File: src/rtl/camera_pkg.sv
// camera_pkg -- shared types and constants for the camera capture path.
//   cam_state_t   : capture FSM states (IDLE, VBLANK, FRAME)
//   RGB565_*      : field slice positions, used by downstream RGB444 truncation
//   H/V_ACTIVE_DEF: default expected frame geometry
//   COLOR_BARS    : colours of the optional 8-bar test pattern, left to right
//   sat_inc       : saturating increment for the 11-bit row/column counters
package camera_pkg;

  typedef enum logic [1:0] {
    IDLE   = 2'd0,
    VBLANK = 2'd1,
    FRAME  = 2'd2
  } cam_state_t;

  localparam int H_ACTIVE_DEF = 320;
  localparam int V_ACTIVE_DEF = 240;

  localparam int RGB565_R_MSB = 15;
  localparam int RGB565_R_LSB = 11;
  localparam int RGB565_G_MSB = 10;
  localparam int RGB565_G_LSB = 5;
  localparam int RGB565_B_MSB = 4;
  localparam int RGB565_B_LSB = 0;

  localparam int CNT_W = 11;

  localparam logic [15:0] COLOR_BARS [8] = '{
    16'hFFFF, 16'hFFE0, 16'h07FF, 16'h07E0,
    16'hF81F, 16'hF800, 16'h001F, 16'h0000
  };

  // Counters stick at all-ones so an overlong line/frame can never wrap
  // back to a value that happens to look correct.
  function automatic logic [CNT_W-1:0] sat_inc(input logic [CNT_W-1:0] v);
    return (&v) ? v : v + CNT_W'(1);
  endfunction

endpackage

File: src/rtl/camera_sync_edge.sv
// camera_sync_edge -- STAGES-deep synchronizer for asynchronous camera pins,
// followed by one output register that doubles as the edge-detect delay flop.
//   clk, rst_n : system clock, asynchronous active-low reset
//   din        : raw asynchronous input (WIDTH bits)
//   level      : synchronized value, one register after the sync chain
//   rise, fall : one-cycle strobes on 0->1 / 1->0 of din[0] (EDGE_EN=1),
//                tied low for the data-only variant (EDGE_EN=0)
// level, rise and fall all come out of the same register stage, so every
// instance with the same STAGES stays cycle-aligned with the others.
module camera_sync_edge #(
  parameter int WIDTH   = 1,
  parameter int STAGES  = 2,
  parameter bit EDGE_EN = 1'b1
) (
  input  logic             clk,
  input  logic             rst_n,
  input  logic [WIDTH-1:0] din,
  output logic [WIDTH-1:0] level,
  output logic             rise,
  output logic             fall
);

  genvar gi;
  generate
    for (gi = 0; gi < STAGES; gi++) begin : g_stage
      logic [WIDTH-1:0] q_reg;
      if (gi == 0) begin : g_first
        always_ff @(posedge clk or negedge rst_n) begin
          if (!rst_n) q_reg <= '0;
          else        q_reg <= din;
        end
      end else begin : g_next
        always_ff @(posedge clk or negedge rst_n) begin
          if (!rst_n) q_reg <= '0;
          else        q_reg <= g_stage[gi-1].q_reg;
        end
      end
    end
  endgenerate

  logic [WIDTH-1:0] sync;
  logic [WIDTH-1:0] level_reg;

  assign sync  = g_stage[STAGES-1].q_reg;
  assign level = level_reg;

  always_ff @(posedge clk or negedge rst_n) begin
    if (!rst_n) level_reg <= '0;
    else        level_reg <= sync;
  end

  generate
    if (EDGE_EN) begin : g_edge
      logic rise_reg;
      logic fall_reg;
      always_ff @(posedge clk or negedge rst_n) begin
        if (!rst_n) begin
          rise_reg <= 1'b0;
          fall_reg <= 1'b0;
        end else begin
          rise_reg <= sync[0] & ~level_reg[0];
          fall_reg <= ~sync[0] & level_reg[0];
        end
      end
      assign rise = rise_reg;
      assign fall = fall_reg;
    end else begin : g_no_edge
      assign rise = 1'b0;
      assign fall = 1'b0;
    end
  endgenerate

endmodule

File: src/rtl/camera_read.sv
// camera_read -- oversamples the camera's 8-bit parallel bus and assembles
// RGB565 pixels {first byte, second byte}.
//   system_clock_in : sole clock (>= 4x camera pclk)
//   reset_n_in      : asynchronous active-low reset
//   cam_*_in        : raw camera pins, treated purely as data
//   err_clear_in    : clears line_error / frame_error (a same-cycle set wins)
//   pixel_data/pixel_valid : pixel stream, valid is a one-cycle strobe
//   frame_done      : one-cycle strobe per completed frame, never together
//                     with pixel_valid
//   frame_count     : completed frames, wraps
//   line_error      : sticky, a line had != H_ACTIVE pixels or an odd byte count
//   frame_error     : sticky, a frame had != V_ACTIVE lines
// Build option: define CAMERA_READ_TEST_PATTERN_EN to replace pixel_data with
// 8 vertical colour bars; timing, strobes and error logic are unchanged.
// Capture event to pixel_valid is SYNC_STAGES+2 clocks (SYNC_STAGES >= 2).
module camera_read
  import camera_pkg::*;
#(
  parameter int H_ACTIVE    = H_ACTIVE_DEF,
  parameter int V_ACTIVE    = V_ACTIVE_DEF,
  parameter int SYNC_STAGES = 2
) (
  input  logic        system_clock_in,
  input  logic        reset_n_in,
  input  logic        cam_pclk_in,
  input  logic        cam_href_in,
  input  logic        cam_vsync_in,
  input  logic [7:0]  cam_data_in,
  input  logic        err_clear_in,
  output logic [15:0] pixel_data,
  output logic        pixel_valid,
  output logic        frame_done,
  output logic [15:0] frame_count,
  output logic        line_error,
  output logic        frame_error
);

  localparam logic [CNT_W-1:0] H_CNT = CNT_W'(H_ACTIVE);
  localparam logic [CNT_W-1:0] V_CNT = CNT_W'(V_ACTIVE);

  // Synchronized camera signals (all instances share the same depth).
  logic       capture;
  logic       pclk_level_unused, pclk_fall_unused;
  logic       href_level, href_fall, href_rise_unused;
  logic       vsync_level, vsync_rise, vsync_fall;
  logic [7:0] data_sync;
  logic       data_rise_unused, data_fall_unused;

  camera_sync_edge #(.WIDTH(1), .STAGES(SYNC_STAGES), .EDGE_EN(1'b1)) u_sync_pclk (
    .clk(system_clock_in), .rst_n(reset_n_in), .din(cam_pclk_in),
    .level(pclk_level_unused), .rise(capture), .fall(pclk_fall_unused)
  );

  camera_sync_edge #(.WIDTH(1), .STAGES(SYNC_STAGES), .EDGE_EN(1'b1)) u_sync_href (
    .clk(system_clock_in), .rst_n(reset_n_in), .din(cam_href_in),
    .level(href_level), .rise(href_rise_unused), .fall(href_fall)
  );

  camera_sync_edge #(.WIDTH(1), .STAGES(SYNC_STAGES), .EDGE_EN(1'b1)) u_sync_vsync (
    .clk(system_clock_in), .rst_n(reset_n_in), .din(cam_vsync_in),
    .level(vsync_level), .rise(vsync_rise), .fall(vsync_fall)
  );

  camera_sync_edge #(.WIDTH(8), .STAGES(SYNC_STAGES), .EDGE_EN(1'b0)) u_sync_data (
    .clk(system_clock_in), .rst_n(reset_n_in), .din(cam_data_in),
    .level(data_sync), .rise(data_rise_unused), .fall(data_fall_unused)
  );

  cam_state_t       state_reg, state_next;
  logic             phase_reg, phase_next;
  logic [7:0]       high_reg, high_next;
  logic [CNT_W-1:0] col_reg, col_next;
  logic [CNT_W-1:0] row_reg, row_next;
  logic [15:0]      pixel_data_reg, pixel_data_next;
  logic             pixel_valid_reg, pixel_valid_next;
  logic             frame_done_reg, frame_done_next;
  logic             done_pending_reg, done_pending_next;
  logic [15:0]      frame_count_reg, frame_count_next;
  logic             line_error_reg, line_error_next;
  logic             frame_error_reg, frame_error_next;
  logic             line_err_set, frame_err_set;
  logic             pixel_now;
  logic [15:0]      pixel_value;

`ifdef CAMERA_READ_TEST_PATTERN_EN
  localparam int BAR_W = H_ACTIVE / 8;
  logic [CNT_W-1:0] bar_raw;
  logic [2:0]       bar_idx;
  assign bar_raw     = col_reg / CNT_W'(BAR_W);
  // Columns past the last bar (overlong lines) stay on the last colour.
  assign bar_idx     = (bar_raw > CNT_W'(7)) ? 3'd7 : bar_raw[2:0];
  assign pixel_value = COLOR_BARS[bar_idx];
`else
  assign pixel_value = {high_reg, data_sync};
`endif

  always_comb begin
    state_next        = state_reg;
    phase_next        = phase_reg;
    high_next         = high_reg;
    col_next          = col_reg;
    row_next          = row_reg;
    pixel_data_next   = pixel_data_reg;
    pixel_valid_next  = 1'b0;
    frame_done_next   = done_pending_reg;
    done_pending_next = 1'b0;
    line_err_set      = 1'b0;
    frame_err_set     = 1'b0;
    pixel_now         = 1'b0;

    case (state_reg)
      IDLE: begin
        // Wait for a vertical blank so a partial frame is never emitted.
        if (vsync_level) state_next = VBLANK;
      end
      VBLANK: begin
        if (vsync_fall) begin
          state_next = FRAME;
          row_next   = '0;
          col_next   = '0;
          phase_next = 1'b0;
        end
      end
      FRAME: begin
        if (capture && href_level) begin
          if (!phase_reg) begin
            high_next = data_sync;
          end else begin
            pixel_data_next  = pixel_value;
            pixel_valid_next = 1'b1;
            pixel_now        = 1'b1;
            col_next         = sat_inc(col_reg);
          end
          phase_next = ~phase_reg;
        end
        // A vsync rise with href still high closes the open line as well.
        // The checks use the post-capture column/phase computed above.
        if (href_fall || (vsync_rise && href_level)) begin
          if (phase_next || (col_next != H_CNT)) line_err_set = 1'b1;
          row_next   = sat_inc(row_reg);
          col_next   = '0;
          phase_next = 1'b0;
        end
        if (vsync_rise) begin
          if (row_next != V_CNT) frame_err_set = 1'b1;
          // Keep frame_done off a pixel_valid cycle by deferring it one clock.
          if (pixel_now) done_pending_next = 1'b1;
          else           frame_done_next   = 1'b1;
          state_next = VBLANK;
        end
      end
      default: state_next = IDLE;
    endcase

    frame_count_next = frame_done_next ? frame_count_reg + 16'd1 : frame_count_reg;
    line_error_next  = line_err_set  | (line_error_reg  & ~err_clear_in);
    frame_error_next = frame_err_set | (frame_error_reg & ~err_clear_in);
  end

  always_ff @(posedge system_clock_in or negedge reset_n_in) begin
    if (!reset_n_in) begin
      state_reg        <= IDLE;
      phase_reg        <= 1'b0;
      high_reg         <= '0;
      col_reg          <= '0;
      row_reg          <= '0;
      pixel_data_reg   <= '0;
      pixel_valid_reg  <= 1'b0;
      frame_done_reg   <= 1'b0;
      done_pending_reg <= 1'b0;
      frame_count_reg  <= '0;
      line_error_reg   <= 1'b0;
      frame_error_reg  <= 1'b0;
    end else begin
      state_reg        <= state_next;
      phase_reg        <= phase_next;
      high_reg         <= high_next;
      col_reg          <= col_next;
      row_reg          <= row_next;
      pixel_data_reg   <= pixel_data_next;
      pixel_valid_reg  <= pixel_valid_next;
      frame_done_reg   <= frame_done_next;
      done_pending_reg <= done_pending_next;
      frame_count_reg  <= frame_count_next;
      line_error_reg   <= line_error_next;
      frame_error_reg  <= frame_error_next;
    end
  end

  assign pixel_data  = pixel_data_reg;
  assign pixel_valid = pixel_valid_reg;
  assign frame_done  = frame_done_reg;
  assign frame_count = frame_count_reg;
  assign line_error  = line_error_reg;
  assign frame_error = frame_error_reg;

endmodule

File: config.mk
export PLATFORM = sky130hd
export DESIGN_NAME = camera_read
export DESIGN_NICKNAME = d
export VERILOG_FILES = /design/src/rtl/camera_pkg.sv /design/src/rtl/camera_sync_edge.sv /design/src/rtl/camera_read.sv
export SDC_FILE = /design/constraint.sdc
export NUM_CORES = 1
export LEC_CHECK = 0
export ABC_AREA = 1
export BUFFER_PORTS_ARGS = -buffer_cell sky130_fd_sc_hd__buf_2
export CAP_MARGIN = 20
export CORE_AREA = 2 2 125 66
export DETAILED_ROUTE_END_ITERATION = 6
export DIE_AREA = 0 0 127 68
export HOLD_SLACK_MARGIN = 0.12
export PLACE_DENSITY = 0.94
export SYNTH_ARGS = -nofsm -noshare
export SYNTH_HDL_FRONTEND = slang
export SYNTH_SLANG_ARGS = --single-unit
File: constraint.sdc
create_clock -name system_clock_in -period 4.6 [get_ports system_clock_in]
set_input_delay 0.23 -clock system_clock_in [delete_from_list [all_inputs] [get_ports system_clock_in]]
set_output_delay 0.23 -clock system_clock_in [all_outputs]
set_load 0.01 [all_outputs]
==> results_dict.tcl, run 1 <==
set metrics [dict create \
    grt_pass1_wl_mm 17.91 \
    worst-path-buf-inv 0 \
    finalPower_mw 2.105 \
    max_stage_delay_ns 0.42 \
    fin_cells 656 \
    fillers 509 \
    r2r-end "line_error$_DFF_PN0_" \
    final_area_um2 5334 \
    setup_viol_count_final 0 \
    drive_above_1_share_pct 18.53 \
    hold_path_class "reg2reg" \
    cts_tree "yes" \
    coreArea_um2 7655 \
    cp-end-kind "register" \
    synth_seq_cells 107 \
    avgViaCountPerCell 5.753 \
    netlist_instances 485 \
    die_w_um 127 \
    synthesis.area_um2 4588 \
    cp-startpoint "col_reg[1]$_DFFE_PN0P_" \
    firstDrtPassIters 5 \
    clockBufferDepth 2 \
    cts.reportedPaths.clkPinSlew_ns 0.08 \
    period_share_pct 45.39 \
    drt-initial-drc-count 398 \
    cp_slowest_cell "dfrtp_1" \
    cp_num_cells 12 \
    dpl.cell_count 627 \
    outcome "complete, no violations" \
    tightest_slew_ns 0.7710 \
    drc_errors 0 \
    slew_headroom_pct 48.48 \
    yosysUniqueCellTypes 33 \
    htreeDepth 3 \
    ios 50 \
    postPlaceCellArea_um2 4923 \
    clockRootBuffer "clkbuf_16" \
    routed_wl_mm 11.30 \
    dp_hpwl_mm 7.563 \
    portBuffers 49 \
    finalCriticalPeriod_ns 2.088 \
    die_h_um 68 \
    crit_path_start_kind "register" \
    antenna_found_initial 0 \
    r2r_cells 12 \
    syn_to_final_growth_pct 16.25 \
    grt_max_degree 57 \
    fin_nets 570 \
    synth_top_cell_by_area "dfrtp_1" \
    place_congestion 0.9369 \
    crit_family "simple AND/OR/NAND/NOR gates" \
    synth_top_area_share_pct 58.36 \
    grt_pass1_vias 3651 \
    tns_ns 0 \
    crit_end "line_error$_DFF_PN0_" \
    overflow 0 \
    finClkSkew_ns 0.01234 \
    numCtsBuffers 9 \
    start_util_pct 59.94 \
    num_antenna_cells 0 \
    cellLeakagePower_nw 2.709 \
    num_vias 3774 \
    powerDensity_nw_per_um2 394.6 \
    ant_nets 0 \
    crit_top_cell "nand2_1" \
    worstPathRequired_ns 4.85 \
    cp_max_fo 19 \
    synth.yosys.seq_area_share_pct 58.36 \
    crit_arrival_ns 2.34 \
    synthesis.nets 504 \
    cap_viol_max_count 0 \
    track_usage_pct 27.72 \
    grt_setup_unrepaired "no" \
    routedWlPerCell_um 17.22 \
    cts.sinks 107 \
    die-area_um2 8636 \
    fmax_mhz 478.9 \
    max-vdd-ir-drop_uv 292.2 \
    drv_slew 0 \
    hold_viol_final 0 \
    rr_startpoint "col_reg[1]$_DFFE_PN0P_" \
    rows 23 \
    path_class "reg2reg" \
    rrSetupSlack_ns 2.51 \
    yosys_warnings 0 \
    crit_path_cell_trace "ha_1 > nand3_2 > nor2_4 > nand3_4 > nand2_1 > nand2_1 > nand2_1 > nand3_1 > nor2_1 > nand3_1 > nand2_1 > nand2_1" \
    clkLatencyLatePin_ns 0.35 \
    avgSynthCellArea_um2 9.460 \
    synth_area_leaders "dfrtp_1 (58%), nand2_1 (11%), inv_1 (4.5%), nand3_1 (2.7%), nor2_1 (2.5%)" \
]
worst reg2reg max path, stage by stage, from the launching register on:
cell	delay (ns)
dfrtp_1	0.42
ha_1	0.26
nand3_2	0.13
nor2_4	0.14
nand3_4	0.20
nand2_1	0.18
nand2_1	0.07
nand2_1	0.12
nand3_1	0.11
nor2_1	0.11
nand3_1	0.10
nand2_1	0.08
nand2_1	0.06
placed cells by master (no fill, tap or decap), drive strengths merged:
cell and n:
o21ai 32, o22ai 14, xor2 11, dfrtp 107, nand3b 1, ha 5, nand2 144, inv 65
nand4 13, a21oi 3, nor2 40, o32ai 1, buf 50, clkinvlp 2, clkbuf 11, nor3 4
nand3 32, clkinv 2, dlygate4sd3 13, xnor2 6
metrics by stage:
step	util (%)	worst slack, ns	hold slack (ns)
after floorplan	-	2.990	-0.06559
after global placement	64.32	2.823	0.2997
after detailed placement	64.32	2.657	0.3083
after CTS	69.68	2.609	0.3509
after global routing	69.68	2.462	0.3516
final	69.68	2.512	0.3494
cell usage after synthesis:
master and number:
nand3b_1 1, buf_4 2, nand2_1 136, nand2_8 1, nor2_1 30, nand3_1 25, nand3_2 5, xnor2_1 6
inv_6 1, dfrtp_1 107, o22ai_1 14, nand2_4 1, nor2_2 5, ha_1 5, nand3_4 2, o21ai_1 11
nand2_2 6, inv_2 8, nand4_4 1, nor2_4 4, nor3_2 1, a21oi_2 1, nand4_1 11, nand4_2 1
clkbuf_1 5, buf_6 1, o32ai_1 1, inv_1 55, nor2_8 1, o21ai_0 21, xor2_1 11, nor3_1 3
a21oi_1 2
final cells by class:
| cell class | instances | area, um^2 | share of cell area, % |
|---|---|---|---|
| clock buffer | 11 | 242.7 | 4.551 |
| clock inverter | 5 | 37.54 | 0.7037 |
| timing repair buffer | 63 | 385.4 | 7.225 |
| tap | 100 | 125.1 | 2.346 |
| sequential | 107 | 2678 | 50.20 |
| inverter | 64 | 245.2 | 4.598 |
| multi-input combinational | 306 | 1620 | 30.38 |
worst min-delay path by stage:
stage | to | depth (start not counted) | slack (ns) | from
after floorplan | col_reg[0]$_DFFE_PN0P_ | 0 | -0.07 | reset_n_in
after global placement | u_sync_pclk.g_stage[1].q_reg$_DFF_PN0_ | 1 | 0.30 | reset_n_in
after detailed placement | u_sync_pclk.g_stage[1].q_reg$_DFF_PN0_ | 1 | 0.31 | reset_n_in
after CTS | u_sync_href.g_stage[1].q_reg$_DFF_PN0_ | 0 | 0.35 | u_sync_href.g_stage[0].q_reg$_DFF_PN0_
after global routing | u_sync_data.g_stage[1].q_reg[6]$_DFF_PN0_ | 0 | 0.35 | u_sync_data.g_stage[0].q_reg[6]$_DFF_PN0_
final | u_sync_data.g_stage[1].q_reg[6]$_DFF_PN0_ | 0 | 0.35 | u_sync_data.g_stage[0].q_reg[6]$_DFF_PN0_
timing repair:
action,in CTS,in global routing
buffers inserted,0,0
resized for setup,0,0
hold endpoints to repair,67,0
hold buffers,13,0
power by group:
part | switching [mW] | leakage (nW) | internal (mW) | total (mW)
sequential | 0.0739 | 1.40 | 1.02 | 1.10
clock | 0.354 | 0.132 | 0.384 | 0.738
combinational | 0.183 | 1.18 | 0.0867 | 0.270
metal layers:
layer / track usage [%] / wire length (um) / part of all wire (%)
met5: 0 / 0 / 0
met4: 15.66 / 476 / 4.2
met3: 8.131 / 909 / 8.0
met2: 44.69 / 5390 / 48
met1: 34.61 / 4524 / 40
cell families after synthesis:
logic type,Yosys count,synth area share [%]
adder cells (fa/ha/maj),5,1.364
buffers and inverters,72,6.327
flip-flops,107,58.36
AND/OR/NAND/NOR,234,24.71
AO/OA/AOI/OAI,50,5.999
XOR/XNOR,17,3.245
No activity file was read; power rests on OpenSTA's default activity.
==> run 2, diff against run 1 <==
--- a/config.mk
+++ b/config.mk
@@ -8,11 +8,11 @@
 export ABC_AREA = 1
 export BUFFER_PORTS_ARGS = -buffer_cell sky130_fd_sc_hd__buf_2
 export CAP_MARGIN = 20
-export CORE_AREA = 2 2 125 66
+export CORE_AREA = 2 2 136 72
 export DETAILED_ROUTE_END_ITERATION = 6
-export DIE_AREA = 0 0 127 68
+export DIE_AREA = 0 0 138 74
 export HOLD_SLACK_MARGIN = 0.12
-export PLACE_DENSITY = 0.94
+export PLACE_DENSITY = 0.85
 export SYNTH_ARGS = -nofsm -noshare
 export SYNTH_HDL_FRONTEND = slang
 export SYNTH_SLANG_ARGS = --single-unit
==> constraint.sdc (replaced) <==
create_clock -name system_clock_in -period 1.7 [get_ports system_clock_in]
set_input_delay 0.085 -clock system_clock_in [delete_from_list [all_inputs] [get_ports system_clock_in]]
set_output_delay 0.085 -clock system_clock_in [all_outputs]
set_load 0.01 [all_outputs]
==> run 2 against run 1 <==
  * The flow now finishes with violations (negative setup slack)
  * Sequential power rose to 2.7 times the previous value
  * Critical path type unchanged
  * Global-route usage is 6.4 points lower
  * Largest power group unchanged
  * Highest routed layer unchanged
  * Clock power increased to 3.1 times the previous value
==> results_dict.tcl, run 2 (synthesis gave the netlist of run 1 again) <==
set metrics [dict create \
    outcome "complete, but fails checks" \
    violations "negative setup slack" \
    cap_viol_max_count 0 \
    utilization_pct 66.95 \
    syn_to_final_growth_pct 32.37 \
    cp_slowest_cell "dfrtp_1" \
    clockRootBuffer "clkbuf_16" \
    routed_wl_mm 12.84 \
    worst-path-buf-inv 1 \
    cp-end-kind "register" \
    grt_max_degree 52 \
    start_util_pct 50.58 \
    tightest_slew_ns 0.5048 \
    portBuffers 49 \
    cellLeakagePower_nw 3.026 \
    dp_hpwl_mm 7.042 \
    drt-initial-drc-count 500 \
    fin_nets 621 \
    final_common_cell "nand2_1" \
    period_share_pct 110.5 \
    drv_slew 0 \
    postPlaceCellArea_um2 5142 \
    num_antenna_cells 0 \
    cts_tree "yes" \
    tns_ns -0.3590 \
    fillers 592 \
    fmax_mhz 532.5 \
    crit_path_start_kind "register" \
    hold_viol_final 0 \
    crit_path_cell_trace "ha_4 > buf_4 > nand2_2 > nor2_2 > nand2_1 > nor2_4 > nand4_1 > nand2_2 > nand2_2 > nor2_1 > nand3_1 > nand2_1 > nand2_1" \
    die-area_um2 10210 \
    hold_path_class "in2async" \
    drive_above_1_share_pct 32.01 \
    grt_setup_unrepaired "yes" \
    powerDensity_nw_per_um2 1036 \
    avgViaCountPerCell 5.564 \
    final_cell_mix "nand2_1 (118), dfrtp_1 (107), inv_1 (53), buf_2 (48), buf_4 (48)" \
    firstDrtPassIters 5 \
    ios 50 \
    ant_nets 0 \
    cts.sinks 107 \
    max-vdd-ir-drop_uv 662.8 \
    finalCriticalPeriod_ns 1.878 \
    place_congestion 0.9354 \
    rows 25 \
    clkLatencyLatePin_ns 0.35 \
    max_stage_delay_ns 0.41 \
    crit_arrival_ns 2.12 \
    path_class "reg2reg" \
    cts.reportedPaths.clkPinSlew_ns 0.07 \
    track_usage_pct 21.33 \
    drc_errors 0 \
    coreArea_um2 9071 \
    grt_pass1_wl_mm 16.86 \
    clockBufferDepth 2 \
    overflow 0 \
    slew_headroom_pct 66.26 \
    final_area_um2 6073 \
    die_w_um 138 \
    cp_max_fo 4 \
    setup_ws_ns -0.1779 \
    grt_pass1_vias 3440 \
    numCtsBuffers 9 \
    worstPathRequired_ns 1.94 \
    num_vias 4045 \
    die_h_um 74 \
    finalPower_mw 6.295 \
    hold_slack_ns 0.1700 \
    antenna_found_initial 0 \
    crit_family "simple AND/OR/NAND/NOR gates" \
    setup_viol_count_final 7 \
    routedWlPerCell_um 17.66 \
    htreeDepth 3 \
    finClkSkew_ns 0.006432 \
]
[run 2: power breakdown]
group | switching [mW] | leakage, nW | internal (mW)
Clock | 0.915 | 0.159 | 1.37
Sequential | 0.168 | 1.40 | 2.77
Combinational | 0.621 | 1.47 | 0.453
[run 2: area by class of cell]
type	count	area (um^2)	area share, %
Clock inverter	3	68.82	1.133
Inverter	64	255.2	4.203
Clock buffer	12	256.5	4.223
Sequential cell	107	2678	44.09
Tap cell	121	151.4	2.493
Multi-Input combinational cell	308	1882	30.98
Timing Repair Buffer	112	782.0	12.88
[run 2: stage by stage]
| step | worst slack [ns] | instances |
|---|---|---|
| after floorplan | 0.08979 | 485 |
| after CTS | 0.0003195 | 708 |
| after global routing | -0.3791 | 727 |
| after detailed placement | -0.09690 | 672 |
| final | -0.1779 | 727 |
| after global placement | 0.02505 | 672 |
[run 2: worst paths after layout]
check,start,end,slack (ns),cells past startpoint
max in group asynchronous,reset_n_in,u_sync_vsync.level$_DFF_PN0_,0.79,3
setup reg to reg,col_reg[1]$_DFFE_PN0P_,line_error$_DFF_PN0_,-0.18,13
min in group system_clock_in,u_sync_href.g_stage[0].q_reg$_DFF_PN0_,u_sync_href.g_stage[1].q_reg$_DFF_PN0_,0.35,0
hold / removal,reset_n_in,u_sync_data.g_stage[0].q_reg[2]$_DFF_PN0_,0.17,2
hold reg to reg,u_sync_href.g_stage[0].q_reg$_DFF_PN0_,u_sync_href.g_stage[1].q_reg$_DFF_PN0_,0.35,0
setup / recovery,col_reg[1]$_DFFE_PN0P_,line_error$_DFF_PN0_,-0.18,13
[run 2: layer usage]
layer	vias to the layer above	GRT usage (%)	share of wire [%]
met2	274	32.29	45
met5	-	0	0
li1	1778	-	-
met4	0	7.483	3.8
met3	68	5.860	9.3
met1	1925	30.32	42
[run 2: repair_timing]
item,CTS,global route
cloned,2,0
resized for setup,11,51
endpoints found under the hold margin,120,0
pin swaps,2,30
setup buffers,6,19
endpoints found under the setup margin,7,16
hold buffers,13,0
[run 2: worst reg2reg max path: cells and delay by family, from the launching register on]
family                   cells  cell delay, ns
adder cells (fa/ha/maj)      1            0.19
AND/OR/NAND/NOR             11            1.05
flip-flops                   1            0.41
buffers and inverters        1            0.12
==> run 3, diff against run 2 <==
--- a/config.mk
+++ b/config.mk
@@ -8,9 +8,9 @@
 export ABC_AREA = 1
 export BUFFER_PORTS_ARGS = -buffer_cell sky130_fd_sc_hd__buf_2
 export CAP_MARGIN = 20
-export CORE_AREA = 2 2 136 72
+export CORE_AREA = 8 8 142 78
 export DETAILED_ROUTE_END_ITERATION = 6
-export DIE_AREA = 0 0 138 74
+export DIE_AREA = 0 0 150 86
 export HOLD_SLACK_MARGIN = 0.12
 export PLACE_DENSITY = 0.85
 export SYNTH_ARGS = -nofsm -noshare
==> run 3 against run 2 <==
  * The flow still finishes with violations (negative setup slack)
  * Utilization down 2.3 points
  * Design area down 3.4%
  * Combinational power down 16%
  * Non-clock buffer count down 21
  * Wire length down 2.8%
  * Highest routed layer unchanged
  * Worst setup slack better by 0.0048 ns
==> results_dict.tcl, run 3 (synthesis gave the netlist of run 1 again) <==
set metrics [dict create \
    tns_ns -0.3699 \
    die-area_um2 12900 \
    grt_setup_unrepaired "yes" \
    firstDrtPassIters 6 \
    drc_errors 0 \
    grt_pass1_wl_mm 18.90 \
    num_vias 3971 \
    grt_max_degree 39 \
    cts.sinks 107 \
    coreArea_um2 9071 \
    fin_cells 707 \
    clkLatencyLatePin_ns 0.35 \
    cp_slowest_cell "dfrtp_1" \
    post-place-ws_ns -0.1130 \
    portBuffers 49 \
    multi_input_comb_area_um2 1852 \
    track_usage_pct 18.64 \
    fmax_mhz 533.9 \
    avgViaCountPerCell 5.617 \
    cp_max_fo 4 \
    violations "negative setup slack" \
    clockBufferDepth 2 \
    hold_slack_ns 0.2363 \
    fin_nets 600 \
    drive_above_1_share_pct 27.99 \
    worst-path-buf-inv 0 \
    start_util_pct 50.58 \
    final_cell_mix "nand2_1 (126), dfrtp_1 (105), inv_1 (54), buf_2 (48)" \
    max-vdd-ir-drop_uv 877.2 \
    routedWlPerCell_um 17.65 \
    ios 50 \
    antenna_found_initial 0 \
    path_class "reg2reg" \
    cts_tree "yes" \
    overflow 0 \
    cp-end-kind "register" \
    syn_to_final_growth_pct 27.90 \
    setup_ws_ns -0.1731 \
    die_w_um 150 \
    die_h_um 86 \
    numCtsBuffers 9 \
    period_share_pct 110.2 \
    rows 25 \
    cts.reportedPaths.clkPinSlew_ns 0.08 \
    max_stage_delay_ns 0.40 \
    crit_path_cell_trace "ha_4 > nand2_1 > nor2_1 > nand2_1 > nor2_4 > nand3_1 > nand2_1 > nand2_2 > nor2_1 > nand3_1 > nand2_1 > nand2_1" \
    slew_headroom_pct 68.56 \
    routed_wl_mm 12.48 \
    drt-initial-drc-count 482 \
    crit_top_cell "nand2_1" \
    tightest_slew_ns 0.4716 \
    dp_hpwl_mm 7.636 \
    hold_viol_final 0 \
    fillers 625 \
    clockRootBuffer "clkbuf_16" \
    setup_viol_count_final 5 \
    crit_family "simple AND/OR/NAND/NOR gates" \
    ant_nets 0 \
    finClkSkew_ns 0.01056 \
    crit_arrival_ns 2.12 \
    grt_pass1_vias 3750 \
    place_congestion 0.9046 \
    seq_area_um2 2680 \
    dr.max_layer_used "met4" \
    powerDensity_nw_per_um2 992.6 \
    worstPathRequired_ns 1.95 \
    wl_met3_mm 1.175 \
    dpl.cell_count 663 \
    num_antenna_cells 0 \
    drv_slew 0 \
    utilization_pct 64.69 \
    finalCriticalPeriod_ns 1.873 \
    crit_path_start_kind "register" \
    hold_path_class "in2async" \
    cap_viol_max_count 0 \
    wl_met2_mm 5.594 \
    drt-met1-wl_mm 5.198 \
    final_common_cell "nand2_1" \
    outcome "complete, but fails checks" \
    htreeDepth 3 \
    cellLeakagePower_nw 2.887 \
]
-- run 3: final timing paths --
check                           slack (ns)  cells after the start                                 startpoint                             end
worst min register to register        0.34                      0  u_sync_data.g_stage[1].q_reg[3]$_DFF_PN0_  u_sync_data.level[3]$_DFF_PN0_
worst max-delay path                 -0.17                     12                     col_reg[1]$_DFFE_PN0P_            line_error$_DFF_PN0_
max in group asynchronous             0.90                      3                                 reset_n_in  u_sync_data.level[2]$_DFF_PN0_
worst max register to register       -0.17                     12                     col_reg[1]$_DFFE_PN0P_            line_error$_DFF_PN0_
worst min-delay path                  0.24                      2                                 reset_n_in          col_reg[9]$_DFFE_PN0P_
min in group system_clock_in          0.34                      0  u_sync_data.g_stage[1].q_reg[3]$_DFF_PN0_  u_sync_data.level[3]$_DFF_PN0_
-- run 3: what timing repair did --
action	CTS	global route
buffers inserted	3	10
gates resized for setup	15	38
endpoints found under the setup margin	5	24
pin swaps	4	18
hold endpoints to repair	120	0
cloned	2	0
hold buffers	13	0
-- run 3: where the power goes --
group	total (mW)	internal, mW	switching (mW)
combinational	0.898	0.347	0.551
sequential	2.95	2.77	0.179
clock	1.98	1.02	0.964
total	5.82	4.13	1.69
-- run 3: metal layers --
layer / track usage, % / up-vias
met1: 24.88 / 1897
met4: 7.297 / 0
li1: - / 1745
met5: 0 / -
met3: 6.355 / 68
met2: 27.36 / 261
-- run 3: metrics by stage --
| step | instance area (um^2) | power [mW] |
|---|---|---|
| floorplan | 4588 | 3.383 |
| global placement | 5100 | 3.695 |
| detailed placement | 5100 | 3.735 |
| CTS | 5628 | 5.738 |
| global route | 5868 | 6.079 |
| finish | 5868 | 5.825 |
-- run 3: cell type report --
type | count | area share [%]
clock buffer | 9 | 3.838
clock inverter | 7 | 1.023
inverter | 64 | 4.264
multi-input combinational | 308 | 31.56
sequential | 107 | 45.67
tap | 121 | 2.580
timing repair buffer | 91 | 11.07
-- run 3: worst register-to-register path, delay by kind of cell (launching register included) --
family                   cells  cell delay [ns]
adder cells (fa/ha/maj)      1             0.19
AND/OR/NAND/NOR             11             1.18
flip-flops                   1             0.40
